--- config.mk ---
export PLATFORM = sky130hd
export DESIGN_NAME = fft_ctrl
export DESIGN_NICKNAME = d
export VERILOG_FILES = /design/src/rtl/fft_ctrl_pkg.sv /design/src/rtl/fft_ctrl_wb_delay.sv /design/src/rtl/fft_ctrl.sv
export SDC_FILE = /design/constraint.sdc
export NUM_CORES = 1
export LEC_CHECK = 0
export BUFFER_PORTS_ARGS = -buffer_cell sky130_fd_sc_hd__buf_4
export CAP_MARGIN = 20
export CORE_MARGIN = 10
export CORE_UTILIZATION = 56
export CTS_CLUSTER_SIZE = 40
export DETAILED_ROUTE_END_ITERATION = 16
export PLACE_DENSITY_LB_ADDON = 0.25
export SLEW_MARGIN = 10
export SYNTH_ARGS = -nofsm -noshare
export SYNTH_HDL_FRONTEND = slang
export SYNTH_SLANG_ARGS = --single-unit
--- constraint.sdc ---
create_clock -name clk -period 2.83 [get_ports clk]
set_input_delay 0.1415 -clock clk [delete_from_list [all_inputs] [get_ports clk]]
set_output_delay 0.1415 -clock clk [all_outputs]
set_load 0.005 [all_outputs]
--- src/rtl/fft_ctrl_pkg.sv ---
// Shared definitions for the FFT address/sequence controller: sizes,
// FSM state encoding and the bit-reverse helper used for output ordering.
package fft_ctrl_pkg;

    localparam int FFT_LOG2N  = 5;
    localparam int FFT_N      = 1 << FFT_LOG2N;
    localparam int FFT_HALF_N = FFT_N / 2;

    typedef enum logic [2:0] {
        ST_IDLE   = 3'd0,
        ST_LOAD   = 3'd1,
        ST_STAGE  = 3'd2,
        ST_DRAIN  = 3'd3,
        ST_UNLOAD = 3'd4
    } state_e;

    // Reverse the low 'width' bits of v; bits above 'width' come back as 0.
    // Implemented as a shift so no variable bit-select is needed.
    function automatic logic [15:0] bit_reverse(input logic [15:0] v, input int width);
        logic [15:0] src;
        logic [15:0] res;
        src = v;
        res = '0;
        for (int i = 0; i < 16; i++) begin
            if (i < width) begin
                res = {res[14:0], src[0]};
                src = src >> 1;
            end
        end
        return res;
    endfunction

endpackage

--- src/rtl/fft_ctrl_wb_delay.sv ---
// Write-back delay line: carries the butterfly read addresses and a valid
// flag forward by DEPTH cycles so they line up with the datapath result.
module fft_ctrl_wb_delay #(
    parameter int DEPTH = 3,
    parameter int AW    = 5
) (
    input  logic          clk,
    input  logic          clear,
    input  logic          valid_i,
    input  logic [AW-1:0] g_addr_i,
    input  logic [AW-1:0] h_addr_i,
    output logic          valid_o,
    output logic [AW-1:0] g_addr_o,
    output logic [AW-1:0] h_addr_o
);

    localparam int TW = 1 + 2 * AW;

    logic [TW-1:0] tap_in;
    assign tap_in = {valid_i, g_addr_i, h_addr_i};

    // One register per tap; each tap copies its predecessor every cycle.
    for (genvar gi = 0; gi < DEPTH; gi++) begin : g_tap
        logic [TW-1:0] tap_q;
        if (gi == 0) begin : g_first
            // First tap samples the live read addresses.
            always_ff @(posedge clk or negedge clear) begin
                if (!clear) tap_q <= '0;
                else        tap_q <= tap_in;
            end
        end else begin : g_rest
            // Later taps shift the previous tap along.
            always_ff @(posedge clk or negedge clear) begin
                if (!clear) tap_q <= '0;
                else        tap_q <= g_tap[gi-1].tap_q;
            end
        end
    end

    assign {valid_o, g_addr_o, h_addr_o} = g_tap[DEPTH-1].tap_q;

endmodule

--- src/rtl/fft_ctrl.sv ---
// Radix-2 DIF FFT sequencer: loads N samples, runs LOG2N butterfly stages
// ping-ponging between two banks, then unloads in natural frequency order.
module fft_ctrl
    import fft_ctrl_pkg::*;
#(
    parameter int BF_LAT = 2,
    parameter int LOG2N  = FFT_LOG2N
) (
    input  logic             clk,
    input  logic             clear,
    input  logic             start,
    input  logic             in_valid,
    output logic             load_data_write,
    output logic [LOG2N-1:0] load_data_addr,
    output logic             bank0_write_en,
    output logic             bank1_write_en,
    output logic             rw_addr_en,
    output logic             bank_read_sel,
    output logic [LOG2N-1:0] read_G_addr,
    output logic [LOG2N-1:0] read_H_addr,
    output logic [LOG2N-1:0] write_G_addr,
    output logic [LOG2N-1:0] write_H_addr,
    output logic [LOG2N-2:0] twiddle_addr,
    output logic             out_valid,
    output logic [LOG2N-1:0] out_index,
    output logic             busy,
    output logic             done
);

    localparam int SW = (LOG2N > 1) ? $clog2(LOG2N) : 1;
    localparam int DW = $clog2(BF_LAT + 2);

    localparam logic [LOG2N-1:0] A_ONE      = LOG2N'(1);
    localparam logic [LOG2N-1:0] A_LAST     = '1;
    localparam logic [LOG2N-2:0] B_ONE      = (LOG2N-1)'(1);
    localparam logic [LOG2N-2:0] B_LAST     = '1;
    localparam logic [SW-1:0]    S_ONE      = SW'(1);
    localparam logic [SW-1:0]    S_LAST     = SW'(LOG2N - 1);
    localparam logic [DW-1:0]    D_ONE      = DW'(1);
    localparam logic [DW-1:0]    D_LAST     = DW'(BF_LAT);

    state_e             state_q, state_d;
    logic [LOG2N-1:0]   load_cnt_q, load_cnt_d;
    logic [LOG2N-2:0]   bfly_q, bfly_d;
    logic [SW-1:0]      stage_q, stage_d;
    logic [DW-1:0]      drain_q, drain_d;
    logic [LOG2N-1:0]   unload_q, unload_d;
    logic               bank_q, bank_d;
    logic               out_valid_q;
    logic               done_q;

    // Butterfly pair addresses for the current stage: a zero is spliced
    // into the butterfly index at bit ins_pos, the partner sets that bit.
    logic [SW-1:0]      ins_pos;
    logic [LOG2N-1:0]   b_ext, hi_bit, low_mask, stage_g, stage_h;
    logic [LOG2N-2:0]   stage_tw;
    logic [LOG2N-1:0]   unload_rev;
    logic               rd_valid;
    logic [LOG2N-1:0]   wb_g_in, wb_h_in;
    logic               wb_valid;

    assign ins_pos    = S_LAST - stage_q;
    assign b_ext      = {1'b0, bfly_q};
    assign hi_bit     = A_ONE << ins_pos;
    assign low_mask   = hi_bit - A_ONE;
    assign stage_g    = ((b_ext >> ins_pos) << (ins_pos + S_ONE)) | (b_ext & low_mask);
    assign stage_h    = stage_g | hi_bit;
    assign stage_tw   = bfly_q << stage_q;
    assign unload_rev = LOG2N'(bit_reverse(16'(unload_q), LOG2N));

    assign rd_valid = (state_q == ST_STAGE);
    assign wb_g_in  = rd_valid ? stage_g : '0;
    assign wb_h_in  = rd_valid ? stage_h : '0;

    fft_ctrl_wb_delay #(
        .DEPTH (BF_LAT + 1),
        .AW    (LOG2N)
    ) u_wb_delay (
        .clk      (clk),
        .clear    (clear),
        .valid_i  (rd_valid),
        .g_addr_i (wb_g_in),
        .h_addr_i (wb_h_in),
        .valid_o  (wb_valid),
        .g_addr_o (write_G_addr),
        .h_addr_o (write_H_addr)
    );

    // State, counters and the registered unload/done flags.
    always_ff @(posedge clk or negedge clear) begin
        if (!clear) begin
            state_q     <= ST_IDLE;
            load_cnt_q  <= '0;
            bfly_q      <= '0;
            stage_q     <= '0;
            drain_q     <= '0;
            unload_q    <= '0;
            bank_q      <= 1'b0;
            out_valid_q <= 1'b0;
            done_q      <= 1'b0;
        end else begin
            state_q     <= state_d;
            load_cnt_q  <= load_cnt_d;
            bfly_q      <= bfly_d;
            stage_q     <= stage_d;
            drain_q     <= drain_d;
            unload_q    <= unload_d;
            bank_q      <= bank_d;
            out_valid_q <= (state_q == ST_UNLOAD);
            done_q      <= (state_q == ST_UNLOAD) && (unload_q == A_LAST);
        end
    end

    // Phase sequencing: load -> (stage, drain) x LOG2N -> unload -> idle.
    always_comb begin
        state_d    = state_q;
        load_cnt_d = load_cnt_q;
        bfly_d     = bfly_q;
        stage_d    = stage_q;
        drain_d    = drain_q;
        unload_d   = unload_q;
        bank_d     = bank_q;
        case (state_q)
            ST_IDLE: begin
                if (start) begin
                    state_d    = ST_LOAD;
                    load_cnt_d = '0;
                end
            end
            ST_LOAD: begin
                if (in_valid) begin
                    load_cnt_d = load_cnt_q + A_ONE;
                    if (load_cnt_q == A_LAST) begin
                        state_d = ST_STAGE;
                        stage_d = '0;
                        bank_d  = 1'b0;
                        bfly_d  = '0;
                    end
                end
            end
            ST_STAGE: begin
                bfly_d = bfly_q + B_ONE;
                if (bfly_q == B_LAST) begin
                    state_d = ST_DRAIN;
                    drain_d = '0;
                end
            end
            ST_DRAIN: begin
                // Hold off the next stage until the last write-back lands.
                drain_d = drain_q + D_ONE;
                if (drain_q == D_LAST) begin
                    drain_d = '0;
                    bank_d  = ~bank_q;
                    if (stage_q == S_LAST) begin
                        state_d  = ST_UNLOAD;
                        unload_d = '0;
                    end else begin
                        state_d = ST_STAGE;
                        stage_d = stage_q + S_ONE;
                    end
                end
            end
            ST_UNLOAD: begin
                unload_d = unload_q + A_ONE;
                if (unload_q == A_LAST) state_d = ST_IDLE;
            end
            default: state_d = ST_IDLE;
        endcase
    end

    // Memory-side outputs decoded from the current phase.
    always_comb begin
        load_data_write = 1'b0;
        load_data_addr  = '0;
        read_G_addr     = '0;
        read_H_addr     = '0;
        twiddle_addr    = '0;
        out_index       = '0;
        case (state_q)
            ST_LOAD: begin
                load_data_write = in_valid;
                load_data_addr  = load_cnt_q;
            end
            ST_STAGE: begin
                read_G_addr  = stage_g;
                read_H_addr  = stage_h;
                twiddle_addr = stage_tw;
            end
            ST_UNLOAD: begin
                read_G_addr = unload_rev;
                out_index   = unload_q;
            end
            default: ;
        endcase
    end

    // Results go to the bank not being read this stage.
    assign bank0_write_en = wb_valid & bank_q;
    assign bank1_write_en = wb_valid & ~bank_q;
    assign rw_addr_en     = wb_valid;
    assign bank_read_sel  = bank_q;
    assign out_valid      = out_valid_q;
    assign done           = done_q;
    assign busy           = (state_q != ST_IDLE);

endmodule

==> flow_summary_export.csv <==
group,metric,value,unit
routing,drcViolationCount,0,
sta,max-slew-margin-rel,0.546,
pwr,combPwrFrac,0.490,
yosys,ys_ff_latch,58,
pwr,seqPwrFrac,0.327,
yosys,syn_area,0.00283,mm^2
worst_setup_path,cp_max_fo,11,
min_path,hold_path_class,"in -> reg",
grt,grt_pass1_wl,10800,um
grt,grt_pass1_vias,2249,
layout,area_growth,23.5,%
clock_tree,cts_sinks,58,
pwr,ir_drop,665,uV
clock_tree,clockBufferDepth,2,
pwr,power_switching_share,0.394,
clock_tree,cts_made_buffers,9,
die,core,0.00482,mm^2
worst_setup_path,cp.arrival,2.54,ns
die,start_util,0.587,
sta,worst_pin_slew,0.681,ns
routing,viasPerCell,5.70,
yosys,synth_nets,282,
place,portBuffers,45,
pwr,power_density,1160,mW/mm^2
sta,finalCriticalPeriod,2.69,ns
yosys,synth_top_family_by_area,"simple AND/OR/NAND/NOR gates",
pwr,power.switching,1.60,mW
yosys,synthCells,264,
worst_setup_path,cp-end-kind,"output port",
place,hpwl,4650,um
sta,tns,0,ns
sta,timing.final.crit_share,0.949,
clock_tree,tritoncts,"done",
routing,drtAntennaViolNets,0,
grt,grtUsageTotal,0.158,
yosys,synth-simple-area-share,0.179,
die,die_area,0.00829,mm^2
die,die_h,91.1,um
layout,nets,333,
grt,grt_max_degree,59,
yosys,ys_async_sr_fraction,1.00,
layout,layout.cells.non_filler,387,
yosys,synth-seq-area-share,0.513,
routing,first_pass_iters,4,
routing,drt_iter0_drc,198,
clock_tree,cts.clk_slew.worst_paths,0.07,ns
routing,drt_wl_total,6440,um
clock_tree,cts.htree.levels,3,
sta,clock.fmax,0.372,GHz
pwr,internal_power,2.46,mW
clock_tree,cts-root-buf,"clkbuf_8",
sta,fin_skew,0.00738,ns
sta,hold_violations,0,
layout,drive_gt1_frac,0.294,
pwr,pwr-share-clk,0.183,
sta,finalSetupViolations,0,
status,status,"finished clean",
worst_setup_path,r2r_slack,0.64,ns
layout,final_cell_mix,"dfrtp_1 (57), buf_4 (53), nand2_1 (15)",
yosys,postSynthAreaPerCell,10.7,um^2
yosys,synth_edf_count,0,
layout,final_common_cell,"dfrtp_1",
routing,wl_per_cell,16.6,um
die,rows,25,
routing,num_vias,2207,
sta,rsz0062_at_grt,"false",
die,io_pins,46,
yosys,synthMuxAreaShare,0.0451,
yosys,synth_compound_area_frac,0.150,
yosys,synth_xor_area_frac,0.0155,
place,gp_congestion,0.860,
pwr,p_leak,1.68,nW
grt,grt_overflow,0,
layout,nFillCells,361,
place,place_inst,367,
clock_tree,clock_latency,0.34,ns
worst_setup_path,required,2.69,ns
yosys,yosys_warnings,0,
die,die_w,91.1,um
yosys,synth_cell_types,51,
flow_run,drv_cap,0,
yosys,synthAdderAreaFrac,0.0619,
worst_setup_path,critPathLaunchType,"register",
grt,antenna_found_initial,0,
yosys,synth_ff_type,"dfrtp_1",
worst_setup_path,critical_path_class,"reg -> out",
layout,antenna_cells,0,
sta,slew_viol_final,0,
-- stage by stage --
step	setup slack [ns]	hold slack, ns	util	cell area (um^2)	power [mW]
detailed placement	0.247	0.235	0.669	3220	3.21
global placement	0.328	0.238	0.669	3220	3.14
finish	0.144	0.171	0.725	3490	4.07
CTS	0.00134	0.165	0.716	3450	4.00
global route	0.0261	0.198	0.725	3490	4.35
floorplan	0.489	-0.154	-	2830	2.51
-- path summary, 6_finish.rpt --
path	from	endpoint	cells past startpoint
min in group asynchronous	clear	u_wb_delay.g_tap[0].tap_q[10]$_DFF_PN0_	2
hold reg to reg	u_wb_delay.g_tap[1].tap_q[10]$_DFF_PN0_	u_wb_delay.g_tap[2].tap_q[10]$_DFF_PN0_	0
max in group asynchronous	clear	stage_q[1]$_DFFE_PN0P_	2
setup reg to reg	stage_q[1]$_DFFE_PN0P_	u_wb_delay.g_tap[0].tap_q[1]$_DFF_PN0_	8
hold / removal	in_valid	bfly_q[3]$_DFFE_PN0P_	4
setup / recovery	stage_q[1]$_DFFE_PN0P_	read_H_addr[1]	9
-- what timing repair did --
item / CTS / global route
hold buffers: 2 / 0
setup endpoints to repair: 5 / 7
buffers inserted: 0 / 2
hold endpoints to repair: 59 / 0
resized for setup: 2 / 6
-- worst max-delay path: stages (launching register included) --
cell	delay, ns
dfrtp_2	0.45
inv_2	0.11
ha_2	0.22
ha_2	0.35
nand2b_1	0.22
ha_1	0.30
inv_1	0.05
a32oi_2	0.23
a21oi_1	0.13
buf_4	0.15
-- logic make-up after synthesis --
| family | after synthesis |
|---|---|
| AO/OA/AOI/OAI | 63 |
| multiplexers | 12 |
| flip-flops | 58 |
| buffers and inverters | 23 |
| AND/OR/NAND/NOR | 89 |
| XOR/XNOR | 5 |
| adder cells (fa/ha/maj) | 14 |
-- cells in the mapped netlist (3+ instances only) --
master | number | area share
or3_1 | 3 | 0.0066
nor2b_1 | 3 | 0.0066
o21ai_0 | 13 | 0.023
clkbuf_1 | 7 | 0.0093
inv_1 | 7 | 0.0093
a31oi_1 | 9 | 0.020
nand2_1 | 15 | 0.020
dfrtp_1 | 58 | 0.51
ha_1 | 14 | 0.062
o21bai_1 | 3 | 0.0080
a21oi_1 | 14 | 0.025
and2_1 | 12 | 0.027
mux2i_1 | 6 | 0.021
nand3_1 | 7 | 0.012
a22o_1 | 8 | 0.025
buf_2 | 6 | 0.011
xor2_1 | 3 | 0.0093
or3b_1 | 4 | 0.012
or2_2 | 3 | 0.0066
nor3_1 | 6 | 0.011
mux2_2 | 6 | 0.024
nand2b_1 | 12 | 0.027
nor2_1 | 11 | 0.015
-- area by class of cell --
type | count | area (um^2) | share of cell area
Clock buffer | 9 | 124 | 0.0355
Clock inverter | 7 | 70.1 | 0.0201
Inverter | 8 | 30.0 | 0.00860
Multi-Input combinational cell | 183 | 1320 | 0.376
Sequential cell | 58 | 1450 | 0.416
Tap cell | 67 | 83.8 | 0.0240
Timing Repair Buffer | 55 | 418 | 0.120
-- power groups by stage --
stage / combinational (mW) / clock [mW] / sequential (mW)
2_1_floorplan: 1.27 / 0 / 1.24
3_3_place_gp: 1.82 / 0 / 1.32
3_5_place_dp: 1.88 / 0 / 1.33
4_1_cts: 1.92 / 0.756 / 1.32
5_1_grt: 2.19 / 0.799 / 1.36
6_report: 1.99 / 0.745 / 1.33
-- metal layers --
metal	track usage	wire length (um)	up-vias
met2	0.258	3100	92
met1	0.184	2710	1064
li1	-	-	1039
met3	0.0551	520	12
met5	0	0	-
met4	0.0653	112	0
-- state kept, by name, indices dropped and copies added (netlist names) --
register,cells
bank_read_sel,1
bfly_q,4
out_valid,1
load_cnt_q,5
done,1
state_q,3
u_wb_delay.g_tap.tap_q,33
drain_q,2
unload_q,5
stage_q,3
Note: power is estimated with default switching activity, not from simulation.
